File: src/rtl/selout_pkg.sv
// Shared types and defaults for the crossfading output selector.
// Crossfade is built only when SELOUT_XFADE_EN is defined.
package selout_pkg;

  typedef enum logic {
    IDLE,
    FADE
  } state_t;

  localparam int N_CH_DEF      = 8;
  localparam int W_DEF         = 16;
  localparam int SEL_W_DEF     = 6;
  localparam int RAMP_LOG2_DEF = 8;

  function automatic int prod_w(input int w, input int r);
    return w + r + 2;
  endfunction

endpackage

File: src/rtl/selout_interp.sv
// Linear interpolator: y = a + ((b - a) * cnt) >>> RAMP_LOG2.
// Pure combinational; cnt < 2^RAMP_LOG2 keeps y between a and b.
module selout_interp
  import selout_pkg::*;
#(
  parameter int W         = W_DEF,
  parameter int RAMP_LOG2 = RAMP_LOG2_DEF
) (
  input  logic signed [W-1:0]         a,
  input  logic signed [W-1:0]         b,
  input  logic        [RAMP_LOG2-1:0] cnt,
  output logic signed [W-1:0]         y
);

  localparam int PW = prod_w(W, RAMP_LOG2);

  logic signed [W:0]    diff;
  logic signed [PW-1:0] prod;
  logic signed [PW-1:0] sum;

  always_comb begin
    diff = {b[W-1], b} - {a[W-1], a};
    prod = PW'(diff) * $signed(PW'(cnt));
    sum  = PW'(a) + (prod >>> RAMP_LOG2);
    y    = sum[W-1:0];
  end

  // Convex combination: upper bits must be a pure sign extension.
  always_comb begin
    a_fits: assert ((&sum[PW-1:W-1]) || !(|sum[PW-1:W-1]))
      else $error("selout_interp: result exceeds W bits");
  end

endmodule

File: src/rtl/selectable_output_xfade.sv
// N:1 registered output selector for signed DAC channels.
// With SELOUT_XFADE_EN defined, select changes crossfade linearly.
module selectable_output_xfade
  import selout_pkg::*;
#(
  parameter int N_CH      = N_CH_DEF,
  parameter int W         = W_DEF,
  parameter int SEL_W     = SEL_W_DEF,
  parameter int RAMP_LOG2 = RAMP_LOG2_DEF
) (
  input  logic                  clk,
  input  logic                  rst_n,
  input  logic [SEL_W-1:0]      sel,
  input  logic [N_CH*W-1:0]     in_bus,
  output logic signed [W-1:0]   out,
  output logic [SEL_W-1:0]      sel_cur,
  output logic                  busy,
  output logic                  sel_err
);

  localparam logic [SEL_W:0] NCH = (SEL_W+1)'(N_CH);

  logic               valid;
  logic signed [W-1:0] cur_s;

  assign valid = ({1'b0, sel} < NCH);
  assign cur_s = in_bus[int'(sel_cur)*W +: W];

  always_ff @(posedge clk or negedge rst_n) begin
    if (!rst_n) sel_err <= 1'b0;
    else        sel_err <= !valid;
  end

`ifdef SELOUT_XFADE_EN

  state_t               state, state_n;
  logic [SEL_W-1:0]     nxt, nxt_n;
  logic [SEL_W-1:0]     sel_cur_n;
  logic [RAMP_LOG2-1:0] cnt, cnt_n;
  logic                 busy_n;
  logic signed [W-1:0]  out_n;
  logic signed [W-1:0]  nxt_s;
  logic signed [W-1:0]  fade_y;

  assign nxt_s = in_bus[int'(nxt)*W +: W];

  selout_interp #(
    .W        (W),
    .RAMP_LOG2(RAMP_LOG2)
  ) u_interp (
    .a  (cur_s),
    .b  (nxt_s),
    .cnt(cnt),
    .y  (fade_y)
  );

  always_comb begin
    state_n   = state;
    nxt_n     = nxt;
    cnt_n     = cnt;
    sel_cur_n = sel_cur;
    busy_n    = busy;
    out_n     = cur_s;
    unique case (state)
      IDLE: begin
        if (valid && sel != sel_cur) begin
          nxt_n   = sel;
          cnt_n   = '0;
          busy_n  = 1'b1;
          state_n = FADE;
        end
      end
      FADE: begin
        out_n = fade_y;
        cnt_n = cnt + 1'b1;
        if (cnt == '1) begin
          sel_cur_n = nxt;
          busy_n    = 1'b0;
          state_n   = IDLE;
        end
      end
    endcase
  end

  always_ff @(posedge clk or negedge rst_n) begin
    if (!rst_n) begin
      state   <= IDLE;
      nxt     <= '0;
      cnt     <= '0;
      sel_cur <= '0;
      busy    <= 1'b0;
      out     <= '0;
    end else begin
      state   <= state_n;
      nxt     <= nxt_n;
      cnt     <= cnt_n;
      sel_cur <= sel_cur_n;
      busy    <= busy_n;
      out     <= out_n;
    end
  end

`else

  logic signed [W-1:0] req_s;

  assign req_s = in_bus[int'(sel)*W +: W];
  assign busy  = 1'b0;

  // Out-of-range select holds both the output and the channel index.
  always_ff @(posedge clk or negedge rst_n) begin
    if (!rst_n) begin
      sel_cur <= '0;
      out     <= '0;
    end else if (valid) begin
      sel_cur <= sel;
      out     <= req_s;
    end
  end

  logic unused_cur;
  assign unused_cur = ^cur_s;

`endif

endmodule

File: config.mk
export PLATFORM = sky130hd
export DESIGN_NAME = selectable_output_xfade
export DESIGN_NICKNAME = d
export VERILOG_FILES = /design/src/rtl/selout_pkg.sv /design/src/rtl/selout_interp.sv /design/src/rtl/selectable_output_xfade.sv
export SDC_FILE = /design/constraint.sdc
export NUM_CORES = 1
export LEC_CHECK = 0
export CORE_MARGIN = 2
export CORE_UTILIZATION = 33
export CTS_CLUSTER_SIZE = 25
export DETAILED_ROUTE_END_ITERATION = 6
export GPL_TIMING_DRIVEN = 0
export PLACE_DENSITY = 0.78
export SETUP_SLACK_MARGIN = 0.3
export SYNTH_ARGS = -nofsm -noshare
export SYNTH_HDL_FRONTEND = slang
export SYNTH_SLANG_ARGS = --single-unit
export TNS_END_PERCENT = 100
File: constraint.sdc
create_clock -name clk -period 1 [get_ports clk]
set_clock_uncertainty 0.05 [all_clocks]
set_input_delay 0.1 -clock clk [delete_from_list [all_inputs] [get_ports clk]]
set_output_delay 0.1 -clock clk [all_outputs]
set_load 0.05 [all_outputs]
==> results.toml, run 1 <==
[routing]
ant_nets = 0
vias_per_cell = 5.01
num_vias = 2169
dr.pass1.iters = 4
wl_per_cell_um = 18.3
drc = 0
finalWirelength_mm = 7.92
drt-initial-drc-count = 59

[floorplan]
fp.dieH_um = 81.8
initial_core_util_pct = 33.9
core_area_um2 = 5890
std_cell_rows = 28
die_area_um2 = 6690
io-pin-count = 160
die_w_um = 81.8

[global_routing]
grtUsageTotal_pct = 22.3
antenna_found_initial = 0
grt_overflow = 0
grt_pass1_wl_mm = 11.2
grt_pass1_vias = 2223
grt_max_degree = 24

[placed_design]
io_buffers = 157
gp_congestion = 0.756
place_hpwl_mm = 5.77

[status]
outcome = "complete, but fails checks"
violations = "negative hold slack, negative setup slack"

[flow_run]
drv_cap = 0

[synthesis]
yosysSeqAreaShare_pct = 28.8
yosysTopAreaCell = "dfrtp_1"
synth_top_area_share_pct = 28.8
synthMuxAreaShare_pct = 35.8
synth_seq_cells = 23
syn_area_um2 = 2000
synthAdderAreaFrac_pct = 0
synth_top_family_by_area = "multiplexers"
synth_compound_area_share_pct = 22.1
synth_nets = 318
synth.distinct_cells = 21
syn_avg_cell_area_um2 = 11.0
synth_cells = 182
synthSimpleGateAreaFrac_pct = 5.89
synth.area.top_cells = "dfrtp_1, mux2i_1, mux2_1"
yosys_warnings = 0
synthXorXnorAreaFrac_pct = 0

[finish]
drive_gt1_share_pct = 43.3
final_common_cell = "clkdlybuf4s50_1"
n_antenna_cell = 0
area.growth.synth_to_final_pct = 118
final_cell_mix = "clkdlybuf4s50_1, dlygate4sd2_1, mux2i_1"
fin_nets = 495

[timing]
max_slew.worst_pin.slew_ns = 0.621
post-route-period-util_pct = 102
fin_ws_ns = -0.0153
setup_tns_ns = -0.0478
grt_setup_unrepaired = "true"
max_freq_mhz = 985
setup_viol = 5
drv_slew = 0
min_period_ns = 1.02
fin_hold_ws_ns = -0.125
slew_headroom_pct = 58.6
hold_viol = 23

[power_and_ir_drop]
switching_share_pct = 37.5
power_switching_mw = 1.69
irDropWorstVdd_mv = 0.707
p_int_mw = 2.82
power_frac_seq_pct = 27.4
p_comb_share_pct = 59.2
leakagePower_nw = 1.93
p_per_area_nw_per_um2 = 1040
fin_total_pwr_mw = 4.51
clkPwrFrac_pct = 13.4

[critical_path]
worstSetupEndpointType = "flop"
cp_slowest_stage_delay_ns = 0.46
critPathLaunchType = "input pin"
path_class = "input pin to flop"
cp_max_fo = 6
required_ns = 1.11
cp_cell_sequence = "buf_6 -> or3_4 -> buf_12 -> mux2_4"
critPathArrivalTime_ns = 1.13
critPathSlowestCell = "or3_4"

[cts]
cts_max_path_buffers = 2
clk_transition_reported_paths_ns = 0.09
cts_sinks = 23
cts_root_buf = "clkbuf_8"
insertion_delay_ns = 0.27
h-tree-depth = 1
cts_buffers = 3
cts_tree = "built"

[min_path]
hp-class = "input pin to asynchronous set/reset pin"
## state kept, by name (all words and copies together) (netlist names)
signal,count
out,16
sel_cur,6
sel_err,1
## layout make-up
class / count / area [µm²]
Timing Repair Buffer: 172 / 1790
Sequential cell: 23 / 601
Multi-Input combinational cell: 142 / 1580
Buffer: 17 / 243
Clock inverter: 1 / 5.00
Clock buffer: 3 / 41.3
Fill cell: 441 / 1540
Tap cell: 75 / 93.8
## critical path, delay by kind of cell
kind          cells  cell delay (ns)
mux               1             0.29
buf+inv           2             0.27
simple gates      1             0.46
## power groups by stage
stage	logic [mW]	clock network [mW]	registers, mW
final	2.67	0.603	1.23
after global routing	2.79	0.650	1.25
after CTS	2.56	0.611	1.23
after detailed placement	2.23	0	1.20
after global placement	2.20	0	1.20
after floorplan	0.694	0	1.74
## synthesized netlist by cell type, drive strengths merged
master,instances
or3,1
nor2,1
a22o,16
and2,3
nand2,17
o31ai,16
o22ai,16
nor2b,2
conb,1
dfrtp,23
nand2b,2
mux2i,32
mux2,35
buf,15
clkbuf,2
## final timing paths
kind                               to  slack, ns  cells after the start       start
setup reg to reg           sel_cur[0]       0.05                      2  sel_cur[0]
setup / recovery           sel_cur[1]      -0.02                      4      sel[5]
max in group asynchronous      out[7]       0.58                      1       rst_n
hold reg to reg                out[9]       0.46                      2      out[9]
hold / removal             sel_cur[5]      -0.13                      1       rst_n
min in group clk           sel_cur[0]       0.07                      2      sel[0]
## metrics by stage
stage	hold slack (ns)	util, %	instance area [µm²]	setup slack [ns]	std cells
6_report	-0.125	73.9	4350	-0.0153	433
5_1_grt	-0.0738	73.9	4350	-0.0242	433
4_1_cts	-0.101	71.8	4230	-0.00136	428
3_5_place_dp	0.423	64.9	3820	-0.911	414
3_3_place_gp	0.419	64.9	3820	-0.872	414
2_1_floorplan	-0.246	-	2150	-0.0964	182
## what timing repair did
item                       4_1_cts  5_1_grt
pin swaps                       22       11
gates cloned                     2        1
gates resized for setup        289       13
hold endpoints to repair        23       23
setup endpoints to repair       69       46
setup buffers                    8        4
## metal layers
metal  track usage (%)  vias up  wire length (µm)
li1                  -     1053                 -
met3              2.64        6               385
met4              4.50        0                77
met1              25.7     1033              3100
met5                 0        -                 0
met2              43.7       77              4360
## cell families (layout without fill, tap and decap cells)
| logic type | after synthesis | in the layout |
|---|---|---|
| muxes | 67 | 67 |
| AOI/OAI and AO/OA | 48 | 48 |
| and+or+nand+nor | 26 | 26 |
| DFF | 23 | 23 |
| buffers and inverters | 17 | 193 |
| other | 1 | 1 |
(Power assumes the default switching activity.)
==> run 2: changes to the inputs <==
--- a/config.mk
+++ b/config.mk
@@ -12,6 +12,7 @@
 export GPL_TIMING_DRIVEN = 0
 export PLACE_DENSITY = 0.78
 export SETUP_SLACK_MARGIN = 0.3
+export SLEW_MARGIN = 0
 export SYNTH_ARGS = -nofsm -noshare
 export SYNTH_HDL_FRONTEND = slang
 export SYNTH_SLANG_ARGS = --single-unit
==> results of run 2 <==
Final layout, timing and power as in run 1 (identical DEF).
